File: src/rtl/usb_pkt_defs.sv
// Definitions shared by the host-bound packet framer and the receive-side parser:
// header marker bytes, the type-to-code table and the framer state encoding.
package usb_pkt_defs;

  localparam logic [7:0]  HDR_MARK_HI = 8'hFF;
  localparam logic [7:0]  HDR_MARK_LO = 8'hAA;
  localparam logic [31:0] HDR_MASK    = 32'hFF0000FF;
  localparam logic [31:0] HDR_MATCH   = {HDR_MARK_HI, 16'h0000, HDR_MARK_LO};

  typedef enum logic [2:0] {
    ST_IDLE  = 3'd0,
    ST_HDR   = 3'd1,
    ST_DATA  = 3'd2,
    ST_DRAIN = 3'd3,
    ST_GAP   = 3'd4
  } tx_state_e;

  function automatic logic tx_type_legal(input logic [2:0] t);
    return (t >= 3'd1) && (t <= 3'd5);
  endfunction

  function automatic logic [15:0] type_code16(input logic [2:0] t);
    case (t)
      3'd1:    return 16'h0000;
      3'd2:    return 16'h000A;
      3'd3:    return 16'h00AA;
      3'd4:    return 16'h0AAA;
      3'd5:    return 16'hAAAA;
      default: return 16'h0000;
    endcase
  endfunction

  function automatic logic [31:0] make_header(input logic [2:0] t);
    return {HDR_MARK_HI, type_code16(t), HDR_MARK_LO};
  endfunction

endpackage

File: src/rtl/tx_skid_fifo.sv
// Four-entry skid FIFO absorbing RAM read latency and FLAGB stalls between
// the source RAM and the FX3 write port. Head is visible combinationally.
module tx_skid_fifo #(
  parameter int WIDTH = 32
) (
  input  logic             wrclock,
  input  logic             rst_n,
  input  logic             push,
  input  logic [WIDTH-1:0] push_data,
  input  logic             pop,
  output logic [WIDTH-1:0] head,
  output logic             empty,
  output logic [2:0]       free_cnt
);

  logic [WIDTH-1:0] mem_q [4];
  logic [1:0]       wr_ptr_q, wr_ptr_d;
  logic [1:0]       rd_ptr_q, rd_ptr_d;
  logic [2:0]       count_q, count_d;
  logic             do_push;
  logic             do_pop;

  assign do_push = push && (count_q != 3'd4);
  assign do_pop  = pop && (count_q != 3'd0);

  always_comb begin
    wr_ptr_d = wr_ptr_q;
    rd_ptr_d = rd_ptr_q;
    count_d  = count_q;
    if (do_push) wr_ptr_d = wr_ptr_q + 2'd1;
    if (do_pop)  rd_ptr_d = rd_ptr_q + 2'd1;
    case ({do_push, do_pop})
      2'b10:   count_d = count_q + 3'd1;
      2'b01:   count_d = count_q - 3'd1;
      default: count_d = count_q;
    endcase
  end

  always_ff @(posedge wrclock or negedge rst_n) begin
    if (!rst_n) begin
      wr_ptr_q <= 2'd0;
      rd_ptr_q <= 2'd0;
      count_q  <= 3'd0;
    end else begin
      wr_ptr_q <= wr_ptr_d;
      rd_ptr_q <= rd_ptr_d;
      count_q  <= count_d;
    end
  end

  // Storage carries no reset; the occupancy count alone defines validity.
  always_ff @(posedge wrclock) begin
    if (do_push) mem_q[wr_ptr_q] <= push_data;
  end

  assign head     = mem_q[rd_ptr_q];
  assign empty    = (count_q == 3'd0);
  assign free_cnt = 3'd4 - count_q;

endmodule

File: src/rtl/usb_tx_packer.sv
// Host-bound framer: prefixes a typed header to a payload read from a local RAM
// and streams the packet into the FX3 slave-FIFO write port.
module usb_tx_packer
  import usb_pkt_defs::*;
#(
  parameter int WORD_W      = 32,
  parameter int ADDR_W      = 8,
  parameter int BURST_WORDS = 256,
  parameter int GAP_CYCLES  = 4
) (
  input  logic              wrclock,
  input  logic              rst_n,
  input  logic              tx_req,
  input  logic [2:0]        tx_type,
  input  logic [ADDR_W:0]   tx_len,
  output logic              tx_ack,
  output logic              src_rden,
  output logic [ADDR_W-1:0] src_addr,
  input  logic [WORD_W-1:0] src_data,
  input  logic              USB3_FLAGB,
  output logic              USB3_SLWR_N,
  output logic              USB3_PKTEND_N,
  output logic [WORD_W-1:0] USB3_DQ,
  output logic              busy,
  output logic              err_type,
  output logic              err_marker,
  output logic [15:0]       pkt_count
);

  localparam int LEN_W = ADDR_W + 1;
  localparam int CNT_W = ADDR_W + 2;
  localparam int GAP_W = $clog2(GAP_CYCLES + 1);

  tx_state_e         state_q, state_d;
  logic [2:0]        type_q, type_d;
  logic [LEN_W-1:0]  len_q, len_d;
  logic [CNT_W-1:0]  total_q, total_d;
  logic              short_q, short_d;
  logic [LEN_W-1:0]  rd_cnt_q, rd_cnt_d;
  logic [CNT_W-1:0]  wr_cnt_q, wr_cnt_d;
  logic [GAP_W-1:0]  gap_cnt_q, gap_cnt_d;
  logic [15:0]       pkt_count_q, pkt_count_d;
  logic              tx_ack_q, tx_ack_d;
  logic              err_type_q, err_type_d;
  logic              err_marker_q, err_marker_d;
  logic              busy_q, busy_d;
  logic              src_rden_q, src_rden_d;
  logic [ADDR_W-1:0] src_addr_q, src_addr_d;
  logic              rvalid_q, rvalid_d;
  logic              slwr_n_q, slwr_n_d;
  logic              pktend_n_q, pktend_n_d;
  logic [WORD_W-1:0] dq_q, dq_d;

  logic              fifo_push;
  logic [WORD_W-1:0] fifo_push_data;
  logic              fifo_pop;
  logic [WORD_W-1:0] fifo_head;
  logic              fifo_empty;
  logic [2:0]        fifo_free;
  logic [2:0]        inflight;
  logic [CNT_W-1:0]  req_total;
  logic              last_pop;
  logic              read_ok;

  // Header goes in during HDR; payload words arrive one cycle after each read.
  assign fifo_push      = (state_q == ST_HDR) || rvalid_q;
  assign fifo_push_data = (state_q == ST_HDR) ? WORD_W'(make_header(type_q)) : src_data;
  assign fifo_pop       = !fifo_empty && USB3_FLAGB;

  assign inflight  = {2'b00, src_rden_q} + {2'b00, rvalid_q};
  assign read_ok   = USB3_FLAGB && (rd_cnt_q < len_q) && (fifo_free >= inflight + 3'd2);
  assign req_total = {1'b0, tx_len} + CNT_W'(1);
  assign last_pop  = (wr_cnt_q + CNT_W'(1)) == total_q;

  tx_skid_fifo #(
    .WIDTH(WORD_W)
  ) u_skid (
    .wrclock   (wrclock),
    .rst_n     (rst_n),
    .push      (fifo_push),
    .push_data (fifo_push_data),
    .pop       (fifo_pop),
    .head      (fifo_head),
    .empty     (fifo_empty),
    .free_cnt  (fifo_free)
  );

  always_comb begin
    state_d      = state_q;
    type_d       = type_q;
    len_d        = len_q;
    total_d      = total_q;
    short_d      = short_q;
    rd_cnt_d     = rd_cnt_q;
    wr_cnt_d     = wr_cnt_q;
    gap_cnt_d    = gap_cnt_q;
    pkt_count_d  = pkt_count_q;
    tx_ack_d     = 1'b0;
    err_type_d   = 1'b0;
    err_marker_d = 1'b0;
    src_rden_d   = 1'b0;
    src_addr_d   = src_addr_q;
    rvalid_d     = src_rden_q;
    slwr_n_d     = 1'b1;
    pktend_n_d   = 1'b1;
    dq_d         = dq_q;

    // Write path runs in every state; word 0 of each packet is the header.
    if (fifo_pop) begin
      slwr_n_d = 1'b0;
      dq_d     = fifo_head;
      wr_cnt_d = wr_cnt_q + CNT_W'(1);
      if ((wr_cnt_q != '0) && ((fifo_head & WORD_W'(HDR_MASK)) == WORD_W'(HDR_MATCH)))
        err_marker_d = 1'b1;
      if (last_pop && short_q)
        pktend_n_d = 1'b0;
    end

    case (state_q)
      ST_IDLE: begin
        if (tx_req) begin
          if (tx_type_legal(tx_type)) begin
            type_d   = tx_type;
            len_d    = tx_len;
            total_d  = req_total;
            short_d  = (32'(req_total) % BURST_WORDS) != 0;
            rd_cnt_d = '0;
            wr_cnt_d = '0;
            tx_ack_d = 1'b1;
            state_d  = ST_HDR;
          end else begin
            err_type_d = 1'b1;
          end
        end
      end
      ST_HDR: begin
        src_addr_d = '0;
        state_d    = (len_q == '0) ? ST_DRAIN : ST_DATA;
      end
      ST_DATA: begin
        if (read_ok) begin
          src_rden_d = 1'b1;
          src_addr_d = rd_cnt_q[ADDR_W-1:0];
          rd_cnt_d   = rd_cnt_q + LEN_W'(1);
        end
        if (rd_cnt_d == len_q) state_d = ST_DRAIN;
      end
      ST_DRAIN: begin
        // Every word popped means the last SLWR cycle is the current one.
        if (wr_cnt_q == total_q) begin
          pkt_count_d = pkt_count_q + 16'd1;
          gap_cnt_d   = '0;
          state_d     = ST_GAP;
        end
      end
      ST_GAP: begin
        if (gap_cnt_q == GAP_W'(GAP_CYCLES - 1)) state_d = ST_IDLE;
        else gap_cnt_d = gap_cnt_q + GAP_W'(1);
      end
      default: state_d = ST_IDLE;
    endcase

    busy_d = (state_d != ST_IDLE);
  end

  always_ff @(posedge wrclock or negedge rst_n) begin
    if (!rst_n) begin
      state_q      <= ST_IDLE;
      type_q       <= 3'd0;
      len_q        <= '0;
      total_q      <= '0;
      short_q      <= 1'b0;
      rd_cnt_q     <= '0;
      wr_cnt_q     <= '0;
      gap_cnt_q    <= '0;
      pkt_count_q  <= 16'd0;
      tx_ack_q     <= 1'b0;
      err_type_q   <= 1'b0;
      err_marker_q <= 1'b0;
      busy_q       <= 1'b0;
      src_rden_q   <= 1'b0;
      src_addr_q   <= '0;
      rvalid_q     <= 1'b0;
      slwr_n_q     <= 1'b1;
      pktend_n_q   <= 1'b1;
      dq_q         <= '0;
    end else begin
      state_q      <= state_d;
      type_q       <= type_d;
      len_q        <= len_d;
      total_q      <= total_d;
      short_q      <= short_d;
      rd_cnt_q     <= rd_cnt_d;
      wr_cnt_q     <= wr_cnt_d;
      gap_cnt_q    <= gap_cnt_d;
      pkt_count_q  <= pkt_count_d;
      tx_ack_q     <= tx_ack_d;
      err_type_q   <= err_type_d;
      err_marker_q <= err_marker_d;
      busy_q       <= busy_d;
      src_rden_q   <= src_rden_d;
      src_addr_q   <= src_addr_d;
      rvalid_q     <= rvalid_d;
      slwr_n_q     <= slwr_n_d;
      pktend_n_q   <= pktend_n_d;
      dq_q         <= dq_d;
    end
  end

  assign tx_ack        = tx_ack_q;
  assign src_rden      = src_rden_q;
  assign src_addr      = src_addr_q;
  assign USB3_SLWR_N   = slwr_n_q;
  assign USB3_PKTEND_N = pktend_n_q;
  assign USB3_DQ       = dq_q;
  assign busy          = busy_q;
  assign err_type      = err_type_q;
  assign err_marker    = err_marker_q;
  assign pkt_count     = pkt_count_q;

endmodule

File: config.mk
export PLATFORM = sky130hd
export DESIGN_NAME = usb_tx_packer
export DESIGN_NICKNAME = d
export VERILOG_FILES = /design/src/rtl/usb_pkt_defs.sv /design/src/rtl/tx_skid_fifo.sv /design/src/rtl/usb_tx_packer.sv
export SDC_FILE = /design/constraint.sdc
export NUM_CORES = 1
export LEC_CHECK = 0
export CELL_PAD_IN_SITES_DETAIL_PLACEMENT = 1
export CELL_PAD_IN_SITES_GLOBAL_PLACEMENT = 1
export CORE_UTILIZATION = 40
export CTS_BUF_LIST = sky130_fd_sc_hd__clkbuf_4
export CTS_CLUSTER_DIAMETER = 120
export DETAILED_ROUTE_END_ITERATION = 8
export HOLD_SLACK_MARGIN = 0.15
export PLACE_DENSITY_LB_ADDON = 0.1
export SYNTH_ARGS = -nofsm -noshare
export SYNTH_HDL_FRONTEND = slang
export SYNTH_SLANG_ARGS = --single-unit
File: constraint.sdc
create_clock -name wrclock -period 2.95 [get_ports wrclock]
set_input_delay 0.7375 -clock wrclock [delete_from_list [all_inputs] [get_ports wrclock]]
set_output_delay 0.7375 -clock wrclock [all_outputs]
set_load 0.02 [all_outputs]
==> results of run 1 <==
==> how the worst max path moves through the flow <==
stage,end,cells after the start,startpoint
global placement,state_q[0]$_DFF_PN0_,12,u_skid.count_q[0]$_DFFE_PN0P_
detailed placement,state_q[0]$_DFF_PN0_,12,u_skid.count_q[0]$_DFFE_PN0P_
floorplan,src_addr[0]$_DFFE_PN0P_,13,u_skid.count_q[0]$_DFFE_PN0P_
global route,rd_cnt_q[7]$_DFFE_PN0P_,12,u_skid.count_q[0]$_DFFE_PN0P_
CTS,state_q[0]$_DFF_PN0_,12,u_skid.count_q[0]$_DFFE_PN0P_
finish,state_q[0]$_DFF_PN0_,12,u_skid.count_q[0]$_DFFE_PN0P_
==> Yosys cell counts, drive strengths merged (3+ instances only) <==
library cell,number
nand3,25
nor4b,6
a21o,3
a21oi,10
and4,5
o22ai,3
nand2b,19
nand4b,4
a22o,5
o31ai,3
a31oi,7
buf,22
and3,9
edfxtp,128
o21ai,37
nand2,177
nor3,8
or3,6
clkbuf,22
inv,29
nor2,39
o41ai,4
o21a,8
mux4,32
nand4,8
and2,22
xor2,23
ha,28
xnor2,37
nand3b,3
dfrtp,117
nor4,5
==> layer usage <==
| layer | GRT usage [%] | vias to the layer above | wire length, µm | part of all wire [%] |
|---|---|---|---|---|
| met3 | 4.04 | 40 | 1140 | 4.2 |
| met2 | 33.3 | 162 | 13100 | 49 |
| met4 | 6.36 | 0 | 413 | 1.5 |
| met5 | 0 | - | 0 | 0 |
| met1 | 26.0 | 3769 | 12100 | 45 |
| li1 | - | 3567 | - | - |
==> cell families after synthesis <==
kind of cell    share of synthesized area (%)
flops                                    61.4
compound gates                           5.77
fa+ha+maj                                3.33
buf+inv                                  2.78
xor+xnor                                 4.73
simple gates                             14.8
mux                                      7.18
==> repair_timing <==
item / CTS / global route
setup endpoints to repair: 0 / 11
hold buffers: 1 / 0
gates resized for setup: 0 / 2
hold endpoints to repair: 29 / 0
==> worst max-delay path: cells and delay by family, from the launching register on <==
kind	cells	cell delay [ps]
fa+ha+maj	3	820
simple gates	2	330
compound gates	5	1100
buf+inv	2	130
flops	1	360
==> area by class of cell <==
| class | instances | area, µm² | share of cell area (%) |
|---|---|---|---|
| timing repair buffer | 144 | 1430 | 10.4 |
| antenna | 1 | 2.50 | 0.0181 |
| tap | 372 | 465 | 3.37 |
| sequential | 247 | 6830 | 49.4 |
| inverter | 29 | 109 | 0.788 |
| clock inverter | 12 | 139 | 1.01 |
| multi-input combinational | 566 | 4000 | 28.9 |
| clock buffer | 112 | 841 | 6.09 |
==> through the flow <==
stage / setup TNS, ps / utilization, % / hold slack, ps / power, mW / setup WS, ps
after global placement: 0 / 47.3 / 443 / 9.88 / 167
after detailed placement: 0 / 47.3 / 415 / 9.96 / 8.60
after global routing: -135 / 51.0 / 440 / 14.3 / -82.5
final: 0 / 51.0 / 434 / 13.3 / 142
after CTS: 0 / 50.9 / 438 / 13.5 / 35.4
after floorplan: 0 / - / 442 / 8.19 / 226
==> state kept, by name, summed over array words and instances (netlist names), 8 cells and up <==
| name | flops |
|---|---|
| USB3_DQ | 32 |
| len_q | 9 |
| pkt_count | 16 |
| rd_cnt_q | 9 |
| src_addr | 8 |
| total_q | 10 |
| u_skid.mem_q | 128 |
| wr_cnt_q | 10 |
==> power by group through the flow <==
stage | sequential [mW] | clock [mW] | combinational (mW)
after floorplan | 5.32 | 0 | 2.87
after global placement | 5.28 | 0 | 4.60
after detailed placement | 5.29 | 0 | 4.67
after CTS | 5.24 | 3.56 | 4.71
after global routing | 5.33 | 3.74 | 5.18
final | 5.22 | 3.43 | 4.66
==> flow_summary.ini, run 1 <==
[place]
post-dp-hpwl_um = 18300
numPortBuffers = 110
gp_congestion = 0.859
place_area_um2 = 12800
dpl.cell_count = 1357

[min_path]
min_path_type = flip-flop to flip-flop
hp-start = src_rden$_DFF_PN0_
hold_path_depth = 0
whs_endpoint = rvalid_q$_DFF_PN0_

[worst_setup_path]
worstPathRequired_ps = 3490
timing.rr.end = state_q[0]$_DFF_PN0_
crit_top_cell = ha_1
crit_slowest_cell = dfrtp_1
r2r-start = u_skid.count_q[0]$_DFFE_PN0P_
arrival_ps = 3350
r2r_cells = 12
path_class = flip-flop to flip-flop
critPathMaxFanout = 6
cp_cell_sequence = inv_1 -> ha_1 -> ha_1 -> inv_1 -> ha_1 -> a21o_1 -> a31oi_2 -> nor3_2 -> and2_1 -> o32ai_1 -> a41oi_1 -> a211oi_1
start_kind = flip-flop
r2r_slack_ps = 140
cp-end-kind = flip-flop
cp_slowest_stage_delay_ps = 360

[global_route]
grt_util_all_layers_pct = 19.9
grt_remaining_overflow = 0
antenna_found_initial = 1
grt_pass1_wl_um = 44100
grt_max_degree = 40
grt_pass1_vias = 8274

[timing]
min_period_over_period_pct = 95.2
slew_headroom_pct = 41.2
max_clock_freq_mhz = 356
period_minus_slack_ps = 2810
hold_viol = 0
rsz0062_at_grt = yes
drv_slew = 0
worst_slew_pin_slew_ps = 882
clock_skew_ps = 45.6
setup_viol = 0

[die]
io_pins = 111
design.die.area_um2 = 28500
core_um2 = 27100
initial_core_util_pct = 41.0
die_h_um = 169
fp.dieW_um = 169
row_count = 60

[clock_network]
clk_pin_slew_ps = 60
clk_path_buf_depth = 3
worst_skew_pair.late_latency_ps = 650
clockRootBuffer = clkbuf_4
cts_sinks = 247
post_cts.repair.setup_buffers = 0
cts_tree = built
cts-htree-levels = 3
numCtsBuffers = 70

[detailed_routing]
antenna_left = 0
wl_per_cell_um = 18.1
vias_per_cell = 5.08
drt_iter0_markers = 370
drt-total-wl_um = 26800
drc = 0
first_pass_iters = 6
vias = 7538

[pwr]
p_comb_share_pct = 35.0
power.switching_mw = 4.66
total_leakage_power_nw = 5.63
seq_power_share_pct = 39.2
vdd_ir_drop_max_v = 0.000482
clock_power_share_pct = 25.8
internal-power_mw = 8.65
powerDensity_nw_per_um2 = 963
sw_frac_of_total_pct = 35.0

[finish]
layout_commonest_cell = nand2_1
mostFrequentLayoutCells = nand2_1 (177), edfxtp_1 (128), dfrtp_1 (116), clkbuf_4 (112), clkdlybuf4s50_1 (109)
drive_gt1_share_pct = 16.7
finalNetCount = 1135
final_cell_area_um2 = 13800
area_growth_pct = 24.2
finalNonFillerCells = 1483
n_fill_cell = 2840

[flow_run]
max_cap_violations = 0

[yosys]
synth_nets = 963
synthFlopType = edfxtp_1
synth-async-reset-ratio_pct = 48.2
ys_ff_latch = 247
synth.distinct_cells = 69
synth_top_area_share_pct = 34.6
ys_seq_area_share_pct = 61.4
synth_top_area_cell = edfxtp_1
synth_warnings = 0
syn_area_per_cell_um2 = 12.5
synth_area_leaders = edfxtp_1 (35%), dfrtp_1 (26%), nand2_1 (6.0%)
synth_edf_count = 128
netlist_area_um2 = 11100
syn_inst = 886

[status]
outcome = finished clean
Note: power is estimated with default switching activity, not from simulation.
==> run 2, diff against run 1 <==
--- a/config.mk
+++ b/config.mk
@@ -7,6 +7,7 @@
 export LEC_CHECK = 0
 export CELL_PAD_IN_SITES_DETAIL_PLACEMENT = 1
 export CELL_PAD_IN_SITES_GLOBAL_PLACEMENT = 1
+export CORE_MARGIN = 2
 export CORE_UTILIZATION = 40
 export CTS_BUF_LIST = sky130_fd_sc_hd__clkbuf_4
 export CTS_CLUSTER_DIAMETER = 120
==> flow_summary.ini, run 2 (same netlist as run 1, synthesis figures left out) <==
[status]
outcome = finished clean

[worst_setup_path]
cp-end-kind = flip-flop
critical_path.startpoint = u_skid.count_q[0]$_DFFE_PN0P_
timing.rr.end = state_q[0]$_DFF_PN0_
r2r-start = u_skid.count_q[0]$_DFFE_PN0P_
setup.worst_path.end = state_q[0]$_DFF_PN0_
critPathMaxFanout = 3
start_kind = flip-flop
arrival_ps = 3360
r2r_slack_ps = 150
worstPathRequired_ps = 3510
path_class = flip-flop to flip-flop
r2r_cells = 12

[timing]
worst_slew_pin_slew_ps = 563
setup_viol = 0
hold_viol = 0
rsz0062_at_grt = yes
slew_headroom_pct = 62.5
period_minus_slack_ps = 2800
drv_slew = 0
min_period_over_period_pct = 94.8
clock_skew_ps = 41.9
hold-worst-slack_ps = 469
setup_ws_ps = 152
max_clock_freq_mhz = 357

[clock_network]
clk_pin_slew_ps = 70
post_cts.repair.setup_buffers = 0
clk_path_buf_depth = 3
cts-htree-levels = 3
worst_skew_pair.late_latency_ps = 670
clockRootBuffer = clkbuf_4
cts_sinks = 247
numCtsBuffers = 68
cts_tree = built

[place]
gp_congestion = 0.822
numPortBuffers = 110
place_area_um2 = 12800
dpl.cell_count = 1365
place_ws_ps = 12.6
post-dp-hpwl_um = 18300

[global_route]
grt_max_degree = 55
antenna_found_initial = 1
grt_remaining_overflow = 0
grt_pass1_vias = 8112
grt_util_all_layers_pct = 19.6
grt_pass1_wl_um = 44100

[detailed_routing]
antenna_left = 0
drt-total-wl_um = 27500
vias = 7560
first_pass_iters = 4
drc = 0
wl_per_cell_um = 18.5
vias_per_cell = 5.08
drt_iter0_markers = 380

[finish]
drive_gt1_share_pct = 15.7
largest-register = u_skid.mem_q
area_growth_pct = 23.1
largest_reg_flops = 128
mostFrequentLayoutCells = nand2_1 (177), edfxtp_1 (128), dfrtp_1 (116), clkdlybuf4s50_1 (109), clkbuf_4 (99)
finalNetCount = 1135
layout_commonest_cell = nand2_1
finalNonFillerCells = 1489
n_fill_cell = 2930
final_cell_area_um2 = 13700

[pwr]
vdd_ir_drop_max_v = 0.000415
total_leakage_power_nw = 5.56
powerDensity_nw_per_um2 = 949

[die]
core_um2 = 27600
initial_core_util_pct = 40.3
fp.dieW_um = 171
die_h_um = 171
row_count = 61
design.die.area_um2 = 29100
io_pins = 111

[flow_run]
max_cap_violations = 0

[min_path]
min_path_type = flip-flop to flip-flop
-- run 2: what timing repair did --
action | in CTS | in global routing
hold buffers | 1 | 0
setup endpoints to repair | 0 | 10
gates resized for setup | 0 | 2
endpoints found under the hold margin | 27 | 0
-- run 2: layer usage --
layer / global-route usage (%) / wire length [µm] / vias to the layer above
met5: 0 / 0 / -
met4: 6.35 / 346 / 0
met3: 4.21 / 1210 / 30
met2: 32.1 / 13500 / 155
met1: 26.0 / 12400 / 3812
li1: - / - / 3563
-- run 2: cell type report --
cell class	count	area [µm²]	share of cell area (%)
diodes	1	2.50	0.0183
clock buffers	99	743	5.43
clock inverters	23	126	0.923
multi-input cells	566	4000	29.2
flip-flops and latches	247	6830	49.9
inverters	29	109	0.795
well taps	378	473	3.46
repair buffers	146	1410	10.3
-- run 2: report_power, final --
group          internal, mW  leakage [nW]  switching [mW]  total, mW
Sequential             4.53          2.66           0.711       5.24
Clock                  1.64         0.513            1.44       3.08
Combinational          2.15          2.39            2.52       4.67
Total                  8.32          5.56            4.67       13.0
-- run 2: through the flow --
step           total power [mW]  setup TNS (ps)  utilization (%)
3_3_place_gp               9.93               0             46.4
4_1_cts                    13.2               0             49.6
3_5_place_dp               10.0               0             46.4
6_report                   13.0               0             49.7
5_1_grt                    14.0           -62.1             49.7
2_1_floorplan              8.19               0                -
-- run 2: worst max-delay path, cell delays in order, from the launching register on --
cell      delay [ps]
dfrtp_1          360
inv_1             90
ha_1             230
ha_1             270
inv_1             40
ha_1             320
a21o_1           200
a31oi_2          230
nor3_2           100
and2_1           210
o32ai_1          300
a41oi_1          150
a211oi_1         230
-- run 2: how the worst min path moves through the flow --
stage	startpoint	end	slack, ps	cells after the start
3_5_place_dp	u_skid.count_q[0]$_DFFE_PN0P_	u_skid.count_q[0]$_DFFE_PN0P_	460	1
5_1_grt	pkt_count[11]$_DFFE_PN0P_	pkt_count[11]$_DFFE_PN0P_	500	1
3_3_place_gp	pkt_count[15]$_DFFE_PN0P_	pkt_count[15]$_DFFE_PN0P_	450	1
6_report	u_skid.count_q[0]$_DFFE_PN0P_	u_skid.count_q[0]$_DFFE_PN0P_	470	1
4_1_cts	u_skid.count_q[0]$_DFFE_PN0P_	u_skid.count_q[0]$_DFFE_PN0P_	480	1
2_1_floorplan	rst_n	USB3_DQ[0]$_DFFE_PN0P_	440	0
==> run 3, diff against run 2 <==
--- a/config.mk
+++ b/config.mk
@@ -13,7 +13,7 @@
 export CTS_CLUSTER_DIAMETER = 120
 export DETAILED_ROUTE_END_ITERATION = 8
 export HOLD_SLACK_MARGIN = 0.15
-export PLACE_DENSITY_LB_ADDON = 0.1
+export PLACE_DENSITY = 0.69
 export SYNTH_ARGS = -nofsm -noshare
 export SYNTH_HDL_FRONTEND = slang
 export SYNTH_SLANG_ARGS = --single-unit
==> flow_summary.ini, run 3 (same netlist as run 1, synthesis figures left out) <==
[status]
outcome = finished clean

[worst_setup_path]
path_class = flip-flop to flip-flop
worstPathRequired_ps = 3520
r2r-start = u_skid.count_q[0]$_DFFE_PN0P_
crit_top_cell = ha_1
start_kind = flip-flop
cp_slowest_stage_delay_ps = 360
critical_path.startpoint = u_skid.count_q[0]$_DFFE_PN0P_
cp-end-kind = flip-flop
crit_slowest_cell = dfrtp_1
cp_cell_sequence = inv_1 -> ha_1 -> ha_1 -> inv_1 -> ha_1 -> a21o_1 -> a31oi_2 -> nor3_2 -> and2_1 -> o32ai_1 -> a41oi_1 -> a211oi_1
critPathTopFamily = compound AO/OA/AOI/OAI gates
arrival_ps = 3400
critPathMaxFanout = 6
worstPathBufferInverterCount = 2

[detailed_routing]
vias = 7526
wl_per_cell_um = 18.0
vias_per_cell = 5.06
drt-total-wl_um = 26700
antenna_left = 0
drc = 0
drt_iter0_markers = 418
first_pass_iters = 7

[clock_network]
cts_sinks = 247
worst_skew_pair.late_latency_ps = 680
cts-htree-levels = 3
clockRootBuffer = clkbuf_4
cts_tree = built
clk_path_buf_depth = 3
post_cts.repair.setup_buffers = 0
numCtsBuffers = 69
clk_pin_slew_ps = 60

[finish]
largest-register = u_skid.mem_q
drive_gt1_share_pct = 16.0
finalNetCount = 1130
fin_util_pct = 49.6
finalNonFillerCells = 1487
layout_commonest_cell = nand2_1
largest_reg_flops = 128
mostFrequentLayoutCells = nand2_1 (177), edfxtp_1 (128), dfrtp_1 (116), clkdlybuf4s50_1 (109), clkbuf_4 (104)
area_growth_pct = 22.8

[die]
fp.dieW_um = 171
core_um2 = 27600
design.die.area_um2 = 29100
initial_core_util_pct = 40.3
die_h_um = 171
io_pins = 111
row_count = 61

[timing]
max_clock_freq_mhz = 353
rsz0062_at_grt = yes
slew_headroom_pct = 43.0
setup_viol = 0
period_minus_slack_ps = 2840
drv_slew = 0
hold-worst-slack_ps = 447
min_period_over_period_pct = 96.2
clock_skew_ps = 34.5
hold_viol = 0
worst_slew_pin_slew_ps = 855

[flow_run]
max_cap_violations = 0

[global_route]
grt_util_all_layers_pct = 19.1
grt_pass1_vias = 7988
grt_max_degree = 47
antenna_found_initial = 2
grt_pass1_wl_um = 42800
grt_remaining_overflow = 0

[place]
numPortBuffers = 110
dpl.cell_count = 1359
gp_congestion = 0.849
post-dp-hpwl_um = 17900

[min_path]
hp-start = src_rden$_DFF_PN0_
min_path_type = flip-flop to flip-flop

[pwr]
vdd_ir_drop_max_v = 0.000328
total_leakage_power_nw = 5.55
powerDensity_nw_per_um2 = 950
run 3: repair_timing:
action	4_1_cts	5_1_grt
endpoints found under the hold margin	41	0
setup endpoints to repair	0	10
gates resized for setup	0	2
hold buffers	1	0
run 3: path summary, 6_finish.rpt:
check	end	slack, ps	depth (start not counted)
min in group asynchronous	USB3_DQ[10]$_DFFE_PN0P_	640	2
max reg2reg	state_q[0]$_DFF_PN0_	110	12
min reg2reg	rvalid_q$_DFF_PN0_	450	0
max in group asynchronous	len_q[5]$_DFFE_PN0P_	1540	3
min	rvalid_q$_DFF_PN0_	450	0
max	state_q[0]$_DFF_PN0_	110	12
run 3: area by class of cell:
| class | instances | area, µm² |
|---|---|---|
| Fill cell | 2897 | 13900 |
| Sequential cell | 247 | 6830 |
| Multi-Input combinational cell | 566 | 4000 |
| Timing Repair Buffer | 140 | 1340 |
| Clock buffer | 104 | 781 |
| Tap cell | 378 | 473 |
| Clock inverter | 22 | 123 |
| Inverter | 29 | 109 |
| Antenna cell | 1 | 2.50 |
run 3: stage by stage:
step,TNS [ps],power [mW],worst slack (ps),instance area (µm²)
after detailed placement,0,9.89,103,12700
after CTS,0,13.2,90.5,13600
after global placement,0,9.75,153,12700
after global routing,-19.1,13.9,-19.1,13700
final,0,13.0,113,13700
after floorplan,0,8.19,226,11100
run 3: metal layers:
layer | global-route usage [%] | wire [µm] | part of all wire, %
met5 | 0 | 0 | 0
met4 | 7.69 | 642 | 2.4
met3 | 3.61 | 1130 | 4.2
met2 | 31.4 | 12900 | 48
met1 | 25.0 | 12100 | 45
run 3: worst reg2reg max path, cell delays in order, from the launching register on:
cell and delay (ps):
dfrtp_1 360, inv_1 100, ha_1 220, ha_1 270
inv_1 40, ha_1 310, a21o_1 190, a31oi_2 210
nor3_2 100, and2_1 250, o32ai_1 330, a41oi_1 150
a211oi_1 220
run 3: where the power goes:
| group | total, mW | internal (mW) | switching [mW] |
|---|---|---|---|
| sequential | 5.21 | 4.54 | 0.675 |
| combinational | 4.57 | 2.08 | 2.49 |
| clock | 3.19 | 1.71 | 1.48 |
| total | 13.0 | 8.32 | 4.65 |
